==> src/rtl/s1_fetch.sv <==
// Stage-1 fetch: drives the IMEM address, captures the synchronous-read word, applies stall/redirect.
// Optional performance counters are built when S1_FETCH_PERF_CNT_EN is defined.
module s1_fetch #(
  parameter logic [31:0] RESET_PC  = 32'h4000_0000,
  parameter logic [31:0] NOP_INSTR = 32'h0000_0013
) (
  input  logic        clk,
  input  logic        rst,
  input  logic        stall,
  input  logic        redirect_valid,
  input  logic [31:0] redirect_pc,
  output logic [31:0] imem_addr,
  input  logic [31:0] imem_rdata,
  output logic [31:0] pc_s2,
  output logic [31:0] instruction_s2,
  output logic        valid_s2,
  output logic [31:0] perf_fetch_cnt,
  output logic [31:0] perf_bubble_cnt
);

  typedef enum logic {BOOT, RUN} state_t;

  state_t      state, state_next;
  logic [31:0] fetch_pc;
  logic        take_redirect;
  logic        take_normal;
  logic        load_bubble;

  always_ff @(posedge clk or posedge rst) begin
    // NOTE: sequential state uses non-blocking assignments so every flop samples pre-edge values.
    if (rst) state <= BOOT;
    else     state <= state_next;
  end

  always_comb begin
    // NOTE: every output gets a default first so no path leaves a latch behind.
    state_next    = state;
    imem_addr     = fetch_pc;
    take_redirect = 1'b0;
    take_normal   = 1'b0;
    load_bubble   = 1'b0;
    case (state)
      BOOT: begin
        imem_addr   = RESET_PC;
        state_next  = RUN;
        load_bubble = 1'b1;
      end
      RUN: begin
        if (redirect_valid) begin
          imem_addr     = {redirect_pc[31:2], 2'b00};
          take_redirect = 1'b1;
          load_bubble   = 1'b1;
        end else if (!stall) begin
          imem_addr   = fetch_pc + 32'd4;
          take_normal = 1'b1;
        end
      end
      default: state_next = BOOT;
    endcase
  end

  // fetch_pc always follows the presented address: it is the address whose word returns next cycle.
  always_ff @(posedge clk or posedge rst) begin
    if (rst) begin
      fetch_pc       <= RESET_PC;
      pc_s2          <= 32'h0;
      instruction_s2 <= NOP_INSTR;
      valid_s2       <= 1'b0;
    end else begin
      fetch_pc <= imem_addr;
      if (load_bubble) begin
        instruction_s2 <= NOP_INSTR;
        valid_s2       <= 1'b0;
      end
      if (take_redirect) begin
        pc_s2 <= fetch_pc;
      end else if (take_normal) begin
        pc_s2          <= fetch_pc;
        instruction_s2 <= imem_rdata;
        valid_s2       <= 1'b1;
      end
    end
  end

`ifdef S1_FETCH_PERF_CNT_EN
  always_ff @(posedge clk or posedge rst) begin
    if (rst) begin
      perf_fetch_cnt  <= 32'h0;
      perf_bubble_cnt <= 32'h0;
    end else begin
      if (take_normal) perf_fetch_cnt  <= perf_fetch_cnt + 32'd1;
      if (load_bubble) perf_bubble_cnt <= perf_bubble_cnt + 32'd1;
    end
  end
`else
  assign perf_fetch_cnt  = 32'h0;
  assign perf_bubble_cnt = 32'h0;
`endif

endmodule
==> config.mk <==
export PLATFORM = sky130hd
export DESIGN_NAME = s1_fetch
export DESIGN_NICKNAME = d
export VERILOG_FILES = /design/src/rtl/s1_fetch.sv
export SDC_FILE = /design/constraint.sdc
export NUM_CORES = 1
export LEC_CHECK = 0
export CAP_MARGIN = 20
export CORE_ASPECT_RATIO = 1.25
export CORE_MARGIN = 3
export CORE_UTILIZATION = 31
export CTS_BUF_LIST = sky130_fd_sc_hd__clkbuf_8
export DETAILED_ROUTE_END_ITERATION = 8
export GPL_ROUTABILITY_DRIVEN = 1
export GPL_TIMING_DRIVEN = 0
export PLACE_DENSITY_LB_ADDON = 0.2
export SYNTH_ARGS = -nofsm -noshare
export SYNTH_HDL_FRONTEND = slang
export SYNTH_SLANG_ARGS = --single-unit
==> constraint.sdc <==
create_clock -name clk -period 3.75 [get_ports clk]
set_input_delay 0.75 -clock clk [delete_from_list [all_inputs] [get_ports clk]]
set_output_delay 0.75 -clock clk [all_outputs]
set_load 0.05 [all_outputs]
Word level (Yosys, flattened, before mapping)
Index checks and enable logic that the tools add are counted.

Register bits: 98. Logic and storage cells: 25. Output and inout bits: 161. Bits of input ports: 68.

Bitwise operators: 1. Multiplexer cells: 17. Add/sub/neg operators: 1. Reduce and logical (&&, ||, !) cells: 1.

Operators by type and width (count): $mux 32 (7); $pmux 32 s2 (1); $add 32x3->32 const B (1); $mux 1 (8); $pmux 1 s2 (1); $reduce_bool 2->1 (1); $not 1->1 (1).

Longest topological paths before layout
Gate-level depths: netlist of run 1.

Depth in word-level cells: 5. Mapped depth: 6. Gate-level depth less buffers: 5.

Worst setup path after synthesis of run 1
No wires, ideal clock.

Path kind: input to output. Start point: input stall. End point: output imem_addr[29]. Setup slack: -0.113 ns. Stages on the path: 4. Required time: 3.000 ns. Buffers on the path: 0. Data arrival time: 3.113 ns. Cell sequence: nand4b_1 > nor4_1 > a311oi_1 > a311oi_1.

Cells in the longest elaborated chain, start to end: 3.

Ends and longest elaborated chain: start: declaration (RTL line 9) `input logic stall,`; $mux 32 (RTL line 53) `end else if (!stall) begin`; $mux 32 (RTL line 49) `if (redirect_valid) begin`; $pmux 32 s2 (RTL line 42) `case (state)`; end: declaration (RTL line 12) `output logic [31:0] imem_addr,`.

Every way passes these cells.

Worst setup path in the final report of run 1
Start point: input redirect_valid. End point: output imem_addr[13].

Cells in the longest elaborated chain, start to end: 2.

Ends and longest elaborated chain: start: declaration (RTL line 10) `input logic redirect_valid,`; $mux 32 (RTL line 49); $pmux 32 s2 (RTL line 42).

Every way passes these cells.

==> flow_summary.ini, run 1 <==
[hold_path]
timing.hold.worst.class = reg -> reg
min_path_cells = 1
worstHoldEndpoint = valid_s2
worstHoldStart = valid_s2

[worst_setup_path]
worstPathArrival_ns = 2.91
kind_of_start_point_of_the_critical_path = primary input
worst-endpoint-required_ns = 3.00
worstSetupPathType = in -> out
reg2reg_depth = 5
critPathMaxFanout = 10
timing.reg2reg.setup_slack_ns = 1.52
worst_setup_ep_type = output port
worst_r2r_endpoint = fetch_pc[19]
rr_startpoint = fetch_pc[9]

[power_and_ir_drop]
total_power_mw = 2.75
max-vdd-ir-drop_uv = 151
leakagePower_nw = 3.40
power.density_mw_per_mm2 = 377

[cts]
cts_num_sinks = 98
cts_max_path_buffers = 2
htree_levels = 3
number_of_cts_inserted_buffers = 9
cts_root_buffer = sky130_fd_sc_hd__clkbuf_8
clkTransAtPathRegs_ns = 0.10
clock_latency_ns = 0.39
tritoncts = yes

[floorplan]
floorplan.die.width_um = 119
start_util_pct = 31.7
io_pins = 229
die_h_um = 147
core_region_area_mm2 = 0.0156
dieArea_mm2 = 0.0175
fp-row-count = 51

[routing]
first_pass_iters = 4
wl_per_cell_um = 15.5
ant_nets = 0
totalWireLength_um = 14300
final_routed_drc_violation_total = 0
routed-via-count = 4142
detail_route.iter0.violations = 189
routed_via_density = 4.51

[layout]
multi_input_area_mm2 = 0.00215
num-nets-final = 771
post-route-util_pct = 46.7
fillers = 1519
n_antenna_cell = 0
layoutNonFillerInstCount = 919
syn2layout_area_growth_pct = 47.5
sequential_area_mm2 = 0.00246
fin_area_mm2 = 0.00731
layout-drive-gt1-share_pct = 22.3

[synthesis]
synth.yosys.warnings = 0
synth-seq-area-share_pct = 49.6
synth_ff_type = sky130_fd_sc_hd__dfrtp_1
postSynthAreaPerCell_um2 = 10.7
syn_inst = 461
synth_enable_flop_cells = 0
syn_area_mm2 = 0.00495
synth-seq-cells = 98
synthArstFlopShare_pct = 100
netlist-cell-type-count = 48

[global_route]
grt_pass1_wl_um = 22400
grt_use_total_pct = 16.1
grt_overflow = 0
grt_max_degree = 56
grt_antenna_before_repair = 0
grt_pass1_vias = 4206

[sta]
setup_viol = 0
finalCritPeriodShare_pct = 97.6
slew-limit-headroom_pct = 46.1
grt_setup_unrepaired = no
finClkSkew_ns = 0.0182
post_layout_minimum_cycle_time_ns = 3.66
highest_achievable_clock_rate_ghz = 0.273
timing.hold.ws_ns = 0.491
final_max_slew_viol_count = 0
tightestPinTransition_ns = 0.803
final_hold_viol_count = 0

[place]
post-place-cells = 900
hpwl_um = 11100
dpl_cell_area_mm2 = 0.00712
io_buffer_count = 162
finalWeightedCongestion = 0.800

[run_status]
status = completed

[job]
max_cap_violations = 0
critical path: stages:
cell	delay, ns
sky130_fd_sc_hd__clkdlybuf4s50_1	0.41
sky130_fd_sc_hd__inv_1	0.22
sky130_fd_sc_hd__clkdlybuf4s50_2	0.66
sky130_fd_sc_hd__o21ai_0	0.12
sky130_fd_sc_hd__a21oi_1	0.21
sky130_fd_sc_hd__clkdlybuf4s15_1	0.53
per-stage QoR:
step	TNS, ns	setup WS (ns)
after floorplan	-0.0320	-0.0320
after global routing	0	0.00115
after detailed placement	-12.60	-1.00
after global placement	-115.11	-1.09
final	0	0.0896
after CTS	0	0.00198
what timing repair did:
| item | in CTS | in global routing |
|---|---|---|
| endpoints found under the setup margin | 27 | 23 |
| pin swaps | 1 | 1 |
| hold buffers | 0 | 0 |
| buffers inserted | 1 | 2 |
| gates resized for setup | 88 | 29 |
synthesized netlist by cell type (3+ instances only):
| library cell | n | area [µm²] |
|---|---|---|
| sky130_fd_sc_hd__dfrtp_1 | 94 | 2350 |
| sky130_fd_sc_hd__buf_4 | 64 | 480 |
| sky130_fd_sc_hd__nor2_1 | 35 | 131 |
| sky130_fd_sc_hd__mux2i_1 | 33 | 330 |
| sky130_fd_sc_hd__mux2_2 | 29 | 327 |
| sky130_fd_sc_hd__o21ai_0 | 25 | 125 |
| sky130_fd_sc_hd__nand2_1 | 20 | 75.1 |
| sky130_fd_sc_hd__nor3_1 | 15 | 75.1 |
| sky130_fd_sc_hd__clkbuf_1 | 13 | 48.8 |
| sky130_fd_sc_hd__xnor2_1 | 9 | 78.8 |
| sky130_fd_sc_hd__nand3_1 | 8 | 40.0 |
| sky130_fd_sc_hd__nor2b_1 | 8 | 50.1 |
| sky130_fd_sc_hd__a21oi_1 | 7 | 35.0 |
| sky130_fd_sc_hd__a311oi_1 | 7 | 61.3 |
| sky130_fd_sc_hd__and4_1 | 7 | 61.3 |
| sky130_fd_sc_hd__nand4_1 | 7 | 43.8 |
| sky130_fd_sc_hd__nor4_1 | 7 | 43.8 |
| sky130_fd_sc_hd__inv_1 | 6 | 22.5 |
| sky130_fd_sc_hd__buf_1 | 5 | 18.8 |
| sky130_fd_sc_hd__o211a_1 | 5 | 50.1 |
| sky130_fd_sc_hd__a211oi_1 | 4 | 30.0 |
| sky130_fd_sc_hd__a31oi_1 | 4 | 25.0 |
| sky130_fd_sc_hd__and2_1 | 4 | 25.0 |
| sky130_fd_sc_hd__dfstp_2 | 4 | 105 |
| sky130_fd_sc_hd__or4_1 | 4 | 30.0 |
| sky130_fd_sc_hd__buf_2 | 3 | 15.0 |
| sky130_fd_sc_hd__nand2b_1 | 3 | 18.8 |
| sky130_fd_sc_hd__o31ai_1 | 3 | 22.5 |
| sky130_fd_sc_hd__xor2_1 | 3 | 26.3 |
state kept, by name, summed over array words and instances (netlist names):
signal / flops
pc_s2: 32
state: 1
instruction_s2: 32
fetch_pc: 32
valid_s2: 1
worst max path at each step:
stage,startpoint,end,depth (start not counted)
2_1_floorplan,stall,imem_addr[27],4
3_3_place_gp,stall,imem_addr[29],6
3_5_place_dp,stall,imem_addr[30],7
4_1_cts,stall,imem_addr[14],6
5_1_grt,redirect_valid,imem_addr[13],6
6_report,redirect_valid,imem_addr[13],6
report_power, final:
part	internal, mW	switching, mW	total (mW)
logic	0.298	0.572	0.871
clock network	0.274	0.419	0.693
registers	1.13	0.0592	1.19
total	1.70	1.05	2.75
area by class of cell:
cell class | count | area share (%)
Sequential cell | 98 | 33.6
Multi-Input combinational cell | 332 | 29.5
Timing Repair Buffer | 167 | 22.0
Buffer | 88 | 8.15
Tap cell | 212 | 3.63
Clock buffer | 10 | 1.88
Clock inverter | 6 | 0.856
Inverter | 6 | 0.342
metal layers:
metal	global-route usage (%)	vias to the layer above	wire, µm
met3	5.43	24	1300
met1	18.6	1982	5540
li1	-	1965	-
met5	0	-	0
met4	7.42	0	320
met2	27.0	171	7100
cells by family after synthesis:
| group | Yosys count | share of synthesized area (%) |
|---|---|---|
| compound gates | 62 | 8.19 |
| xor+xnor | 12 | 2.12 |
| fa+ha+maj | 1 | 0.253 |
| flops | 98 | 49.6 |
| other cells | 2 | 0.152 |
| buf+inv | 94 | 12.4 |
| simple gates | 130 | 14.0 |
| mux | 62 | 13.3 |
placed cells by master, fill, tap and decap left out, drive strengths merged, types with 4 or more instances in the layout:
| cell type | synthesis | layout |
|---|---|---|
| nor2 | 35 | 35 |
| dlygate4sd2 | 0 | 6 |
| a311oi | 7 | 7 |
| a21oi | 7 | 7 |
| mux2i | 33 | 33 |
| o211a | 5 | 5 |
| or4 | 4 | 4 |
| nor2b | 8 | 8 |
| inv | 6 | 7 |
| a31oi | 4 | 4 |
| nand3 | 8 | 8 |
| clkinv | 0 | 5 |
| a211oi | 4 | 4 |
| o21ai | 26 | 26 |
| xnor2 | 9 | 9 |
| dfrtp | 94 | 94 |
| buf | 73 | 86 |
| nand4 | 8 | 8 |
| clkbuf | 14 | 31 |
| nor4 | 7 | 7 |
| and2 | 4 | 4 |
| clkdlybuf4s15 | 0 | 6 |
| nand2 | 20 | 20 |
| dfstp | 4 | 4 |
| mux2 | 29 | 29 |
| and4 | 7 | 7 |
| nor3 | 15 | 15 |
| conb | 2 | 65 |
| clkdlybuf4s50 | 1 | 136 |
Power figures use the tool's default switching activity.
==> run 2: changes to the inputs <==
--- a/config.mk
+++ b/config.mk
@@ -6,7 +6,7 @@
 export NUM_CORES = 1
 export LEC_CHECK = 0
 export CAP_MARGIN = 20
-export CORE_ASPECT_RATIO = 1.25
+export CORE_ASPECT_RATIO = 0.7
 export CORE_MARGIN = 3
 export CORE_UTILIZATION = 31
 export CTS_BUF_LIST = sky130_fd_sc_hd__clkbuf_8
@@ -14,6 +14,7 @@
 export GPL_ROUTABILITY_DRIVEN = 1
 export GPL_TIMING_DRIVEN = 0
 export PLACE_DENSITY_LB_ADDON = 0.2
+export SLEW_MARGIN = 20
 export SYNTH_ARGS = -nofsm -noshare
 export SYNTH_HDL_FRONTEND = slang
 export SYNTH_SLANG_ARGS = --single-unit
==> run 2 against run 1 <==
Net effect: global-route usage grew 0.31 points; highest routed layer unchanged; setup slack lost 0.0036 ns; sequential power is essentially flat; largest power group unchanged; power shrank 0.37%; core utilization grew 1.5 points; critical path depth is the same; largest cell class unchanged; sequential share of layout area is essentially flat; clock skew shrank 0.0059 ns; via count is essentially flat.
==> flow_summary.ini, run 2 (same netlist as run 1, synthesis figures left out) <==
[sta]
slew-limit-headroom_pct = 50.4
highest_achievable_clock_rate_ghz = 0.273
final_max_slew_viol_count = 0
final_hold_viol_count = 0
setup-tns-final_ns = 0
finalCritPeriodShare_pct = 97.7
post_layout_minimum_cycle_time_ns = 3.66
finClkSkew_ns = 0.0123
setup_viol = 0
final_worst_setup_slack_ns = 0.0860
tightestPinTransition_ns = 0.739

[place]
placement.setup.worst_slack_ns = -0.954
hpwl_um = 11300
io_buffer_count = 162
finalWeightedCongestion = 0.789

[cts]
post_cts_hold_buffer_count = 0
cts_num_sinks = 98
tritoncts = yes
number_of_cts_inserted_buffers = 9
cts_root_buffer = sky130_fd_sc_hd__clkbuf_8
clock_latency_ns = 0.37
clkTransAtPathRegs_ns = 0.10
cts_max_path_buffers = 2
htree_levels = 3

[global_route]
grt_antenna_before_repair = 0
grt_max_degree = 58
grt_use_total_pct = 16.4
grt_overflow = 0
grt_pass1_wl_um = 23000
grt_pass1_vias = 4246

[worst_setup_path]
kind_of_start_point_of_the_critical_path = primary input
worstSetupPathType = in -> out
critPathMaxFanout = 5
worst_setup_ep_type = output port
worstPathArrival_ns = 2.91
worst-endpoint-required_ns = 3.00

[power_and_ir_drop]
power_frac_clock_pct = 24.7
power.density_mw_per_mm2 = 376
share_comb_of_total_power_pct = 31.9
power_frac_seq_pct = 43.4
power_report.internal_total_mw = 1.69
max-vdd-ir-drop_uv = 214
power_switching_share_pct = 38.4
switching_power_mw = 1.05
leakagePower_nw = 3.43

[routing]
totalWireLength_um = 14700
routed-via-count = 4138
routed_via_density = 4.58
ant_nets = 0
first_pass_iters = 4
wl_per_cell_um = 16.3
final_routed_drc_violation_total = 0
detail_route.iter0.violations = 158

[layout]
num-nets-final = 773
n_antenna_cell = 0
syn2layout_area_growth_pct = 47.4
reg_top3 = fetch_pc x32, instruction_s2 x32, pc_s2 x32
layout_common_cells = 136 x sky130_fd_sc_hd__clkdlybuf4s50_1, 92 x sky130_fd_sc_hd__dfrtp_1, 70 x sky130_fd_sc_hd__buf_4
post-route-util_pct = 48.2
layout_commonest_cell = sky130_fd_sc_hd__clkdlybuf4s50_1
layout-drive-gt1-share_pct = 23.3

[hold_path]
timing.hold.worst.class = reg -> reg

[floorplan]
die_h_um = 112
core_region_area_mm2 = 0.0151
floorplan.die.width_um = 157
fp-row-count = 37
start_util_pct = 32.7
io_pins = 229
dieArea_mm2 = 0.0176

[job]
max_cap_violations = 0

[run_status]
status = completed
## run 2: layout make-up
| class | instances | area, µm² |
|---|---|---|
| plain buffers | 88 | 597 |
| clock buffers | 9 | 124 |
| clock inverters | 7 | 71.3 |
| fillers | 1413 | 7840 |
| inverters | 6 | 27.5 |
| multi-input cells | 332 | 2170 |
| flip-flops and latches | 98 | 2460 |
| well taps | 195 | 244 |
| repair buffers | 169 | 1610 |
## run 2: worst max-delay path, stage by stage
cell and delay (ns):
sky130_fd_sc_hd__clkdlybuf4s50_1 0.42, sky130_fd_sc_hd__nand3b_1 0.32, sky130_fd_sc_hd__or2_0 0.37, sky130_fd_sc_hd__or3_1 0.38
sky130_fd_sc_hd__a31oi_1 0.26, sky130_fd_sc_hd__clkdlybuf4s18_2 0.41
## run 2: power by group through the flow
stage | sequential [mW] | combinational (mW) | clock [mW]
2_1_floorplan | 1.38 | 0.435 | 0
3_5_place_dp | 1.21 | 0.887 | 0
5_1_grt | 1.20 | 0.920 | 0.746
4_1_cts | 1.19 | 0.878 | 0.707
3_3_place_gp | 1.21 | 0.877 | 0
6_report | 1.19 | 0.875 | 0.679
## run 2: stage by stage
step	instances	power, mW	area (µm²)	hold slack (ns)
CTS	903	2.77	7310	0.500
detailed placement	882	2.10	7100	0.477
floorplan	524	1.81	5190	0.472
global placement	881	2.08	7060	0.466
global route	904	2.87	7300	0.517
finish	904	2.74	7300	0.494
## run 2: final timing paths
kind                        startpoint           endpoint  depth (start not counted)  slack (ns)
setup / recovery                 stall      imem_addr[14]                          6        0.09
max in group asynchronous          rst  instruction_s2[1]                          3        2.34
hold / removal                pc_s2[8]           pc_s2[8]                          2        0.49
min in group asynchronous          rst  instruction_s2[5]                          2        0.76
hold reg to reg               pc_s2[8]           pc_s2[8]                          2        0.49
setup reg to reg           fetch_pc[5]       fetch_pc[21]                          5        1.49
## run 2: timing repair
action                                  CTS  global route
gates resized for setup                  83            41
cloned                                    0             0
hold endpoints to repair                  0             0
buffers inserted                          5             1
pin swaps                                 2             1
endpoints found under the setup margin   27            26
## run 2: metal layers
layer | global-route usage, % | share of wire (%) | up-vias
met5 | 0 | 0 | -
met4 | 4.16 | 1.5 | 0
met3 | 5.17 | 6.9 | 17
met2 | 25.8 | 46 | 134
met1 | 22.1 | 46 | 2008
li1 | - | - | 1979
==> run 3: changes to the inputs <==
--- a/config.mk
+++ b/config.mk
@@ -9,7 +9,6 @@
 export CORE_ASPECT_RATIO = 0.7
 export CORE_MARGIN = 3
 export CORE_UTILIZATION = 31
-export CTS_BUF_LIST = sky130_fd_sc_hd__clkbuf_8
 export DETAILED_ROUTE_END_ITERATION = 8
 export GPL_ROUTABILITY_DRIVEN = 1
 export GPL_TIMING_DRIVEN = 0
==> constraint.sdc (replaced) <==
create_clock -name clk -period 3.75 [get_ports clk]
set_input_delay 0.75 -clock clk [delete_from_list [all_inputs] [get_ports clk]]
set_output_delay 0.75 -clock clk [all_outputs]
set_load 0.02 [all_outputs]
==> run 3 against run 2 <==
Net effect: largest cell class unchanged; power is 0.68% higher; via count is 1.3% lower; die area is the same; first-iteration DRC count fell by 7.0%; register-to-register slack lost 0.02 ns.
==> flow_summary.ini, run 3 (same netlist as run 1, synthesis figures left out) <==
[layout]
layout-drive-gt1-share_pct = 20.1
num-nets-final = 774
n_antenna_cell = 0
layout_common_cells = 140 x sky130_fd_sc_hd__clkdlybuf4s50_1, 92 x sky130_fd_sc_hd__dfrtp_1, 72 x sky130_fd_sc_hd__buf_4
layout_commonest_cell = sky130_fd_sc_hd__clkdlybuf4s50_1
fillers = 1417
reg_top3 = fetch_pc x32, instruction_s2 x32, pc_s2 x32
syn2layout_area_growth_pct = 50.4
post-route-util_pct = 49.2

[cts]
cts_max_path_buffers = 2
post_cts_hold_buffer_count = 0
clock_latency_ns = 0.35
cts_num_sinks = 98
tritoncts = yes
clkTransAtPathRegs_ns = 0.07
cts_root_buffer = sky130_fd_sc_hd__clkbuf_16
htree_levels = 3
number_of_cts_inserted_buffers = 9

[worst_setup_path]
worstPathArrival_ns = 2.92
worstSetupPathType = in -> out
kind_of_start_point_of_the_critical_path = primary input
critPathMaxFanout = 5
worst_setup_ep_type = output port
reg2reg_depth = 5
timing.reg2reg.setup_slack_ns = 1.47
worst-endpoint-required_ns = 3.00

[power_and_ir_drop]
leakagePower_nw = 3.51
max-vdd-ir-drop_uv = 243
power.density_mw_per_mm2 = 371

[sta]
setup_viol = 0
final_worst_setup_slack_ns = 0.0794
final_max_slew_viol_count = 0
timing.hold.ws_ns = 0.482
finalCritPeriodShare_pct = 97.9
tightestPinTransition_ns = 0.760
highest_achievable_clock_rate_ghz = 0.272
post_layout_minimum_cycle_time_ns = 3.67
slew-limit-headroom_pct = 49.4
setup-tns-final_ns = 0
finClkSkew_ns = 0.0104
final_hold_viol_count = 0

[global_route]
grt_pass1_vias = 4253
grt_antenna_before_repair = 0
grt_max_degree = 51
grt_use_total_pct = 17.2
grt_overflow = 0
grt_pass1_wl_um = 23700

[floorplan]
fp-row-count = 37
dieArea_mm2 = 0.0176
io_pins = 229
die_h_um = 112
start_util_pct = 32.7
floorplan.die.width_um = 157
core_region_area_mm2 = 0.0151

[routing]
detail_route.iter0.violations = 147
ant_nets = 0
routed-via-count = 4083
routed_via_density = 4.51
wl_per_cell_um = 16.5
first_pass_iters = 4
totalWireLength_um = 14900
final_routed_drc_violation_total = 0

[hold_path]
min_path_cells = 1
timing.hold.worst.class = reg -> reg

[place]
io_buffer_count = 162
hpwl_um = 11500
finalWeightedCongestion = 0.780
placement.setup.worst_slack_ns = -0.841

[job]
max_cap_violations = 0

[run_status]
status = completed
[run 3: layout make-up]
| class | instances | area, µm² | share of cell area, % |
|---|---|---|---|
| Buffer | 87 | 586 | 7.86 |
| Multi-Input combinational cell | 332 | 2150 | 28.9 |
| Timing Repair Buffer | 171 | 1670 | 22.5 |
| Inverter | 6 | 27.5 | 0.370 |
| Tap cell | 195 | 244 | 3.28 |
| Sequential cell | 98 | 2460 | 33.0 |
| Clock inverter | 7 | 75.1 | 1.01 |
| Clock buffer | 9 | 225 | 3.02 |
[run 3: per-stage QoR]
stage | cells | area [µm²] | total power, mW
2_1_floorplan | 524 | 5190 | 1.56
3_3_place_gp | 881 | 7050 | 1.83
3_5_place_dp | 882 | 7090 | 1.85
4_1_cts | 903 | 7430 | 2.80
5_1_grt | 905 | 7450 | 2.89
6_report | 905 | 7450 | 2.76
[run 3: final timing paths]
kind,startpoint,endpoint
hold reg to reg,valid_s2,valid_s2
setup reg to reg,fetch_pc[10],fetch_pc[19]
hold / removal,valid_s2,valid_s2
setup / recovery,stall,imem_addr[16]
min in group asynchronous,rst,instruction_s2[23]
max in group asynchronous,rst,fetch_pc[8]
[run 3: critical path, stage by stage]
cell and delay (ns):
sky130_fd_sc_hd__clkdlybuf4s50_1 0.42, sky130_fd_sc_hd__nand3b_1 0.32, sky130_fd_sc_hd__or2_1 0.36, sky130_fd_sc_hd__or4_1 0.49
sky130_fd_sc_hd__a31oi_1 0.22, sky130_fd_sc_hd__dlygate4sd2_1 0.37
[run 3: report_power, final]
| part | total (mW) | switching, mW | internal (mW) | leakage, nW |
|---|---|---|---|---|
| Sequential | 1.19 | 0.0605 | 1.13 | 1.28 |
| Clock | 0.948 | 0.425 | 0.523 | 0.151 |
| Combinational | 0.622 | 0.323 | 0.300 | 2.08 |
| Total | 2.76 | 0.808 | 1.95 | 3.51 |
[run 3: what timing repair did]
| item | 4_1_cts | 5_1_grt |
|---|---|---|
| setup buffers | 6 | 2 |
| resized for setup | 30 | 11 |
| pin swaps | 3 | 1 |
| endpoints found under the setup margin | 26 | 13 |
| gates cloned | 0 | 0 |
[run 3: layer usage]
layer / vias up / track usage [%] / wire length [µm]
met2: 139 / 27.5 / 7120
met3: 12 / 5.79 / 1100
met1: 1950 / 22.7 / 6590
met5: - / 0 / 0
met4: 0 / 3.76 / 134
li1: 1982 / - / -
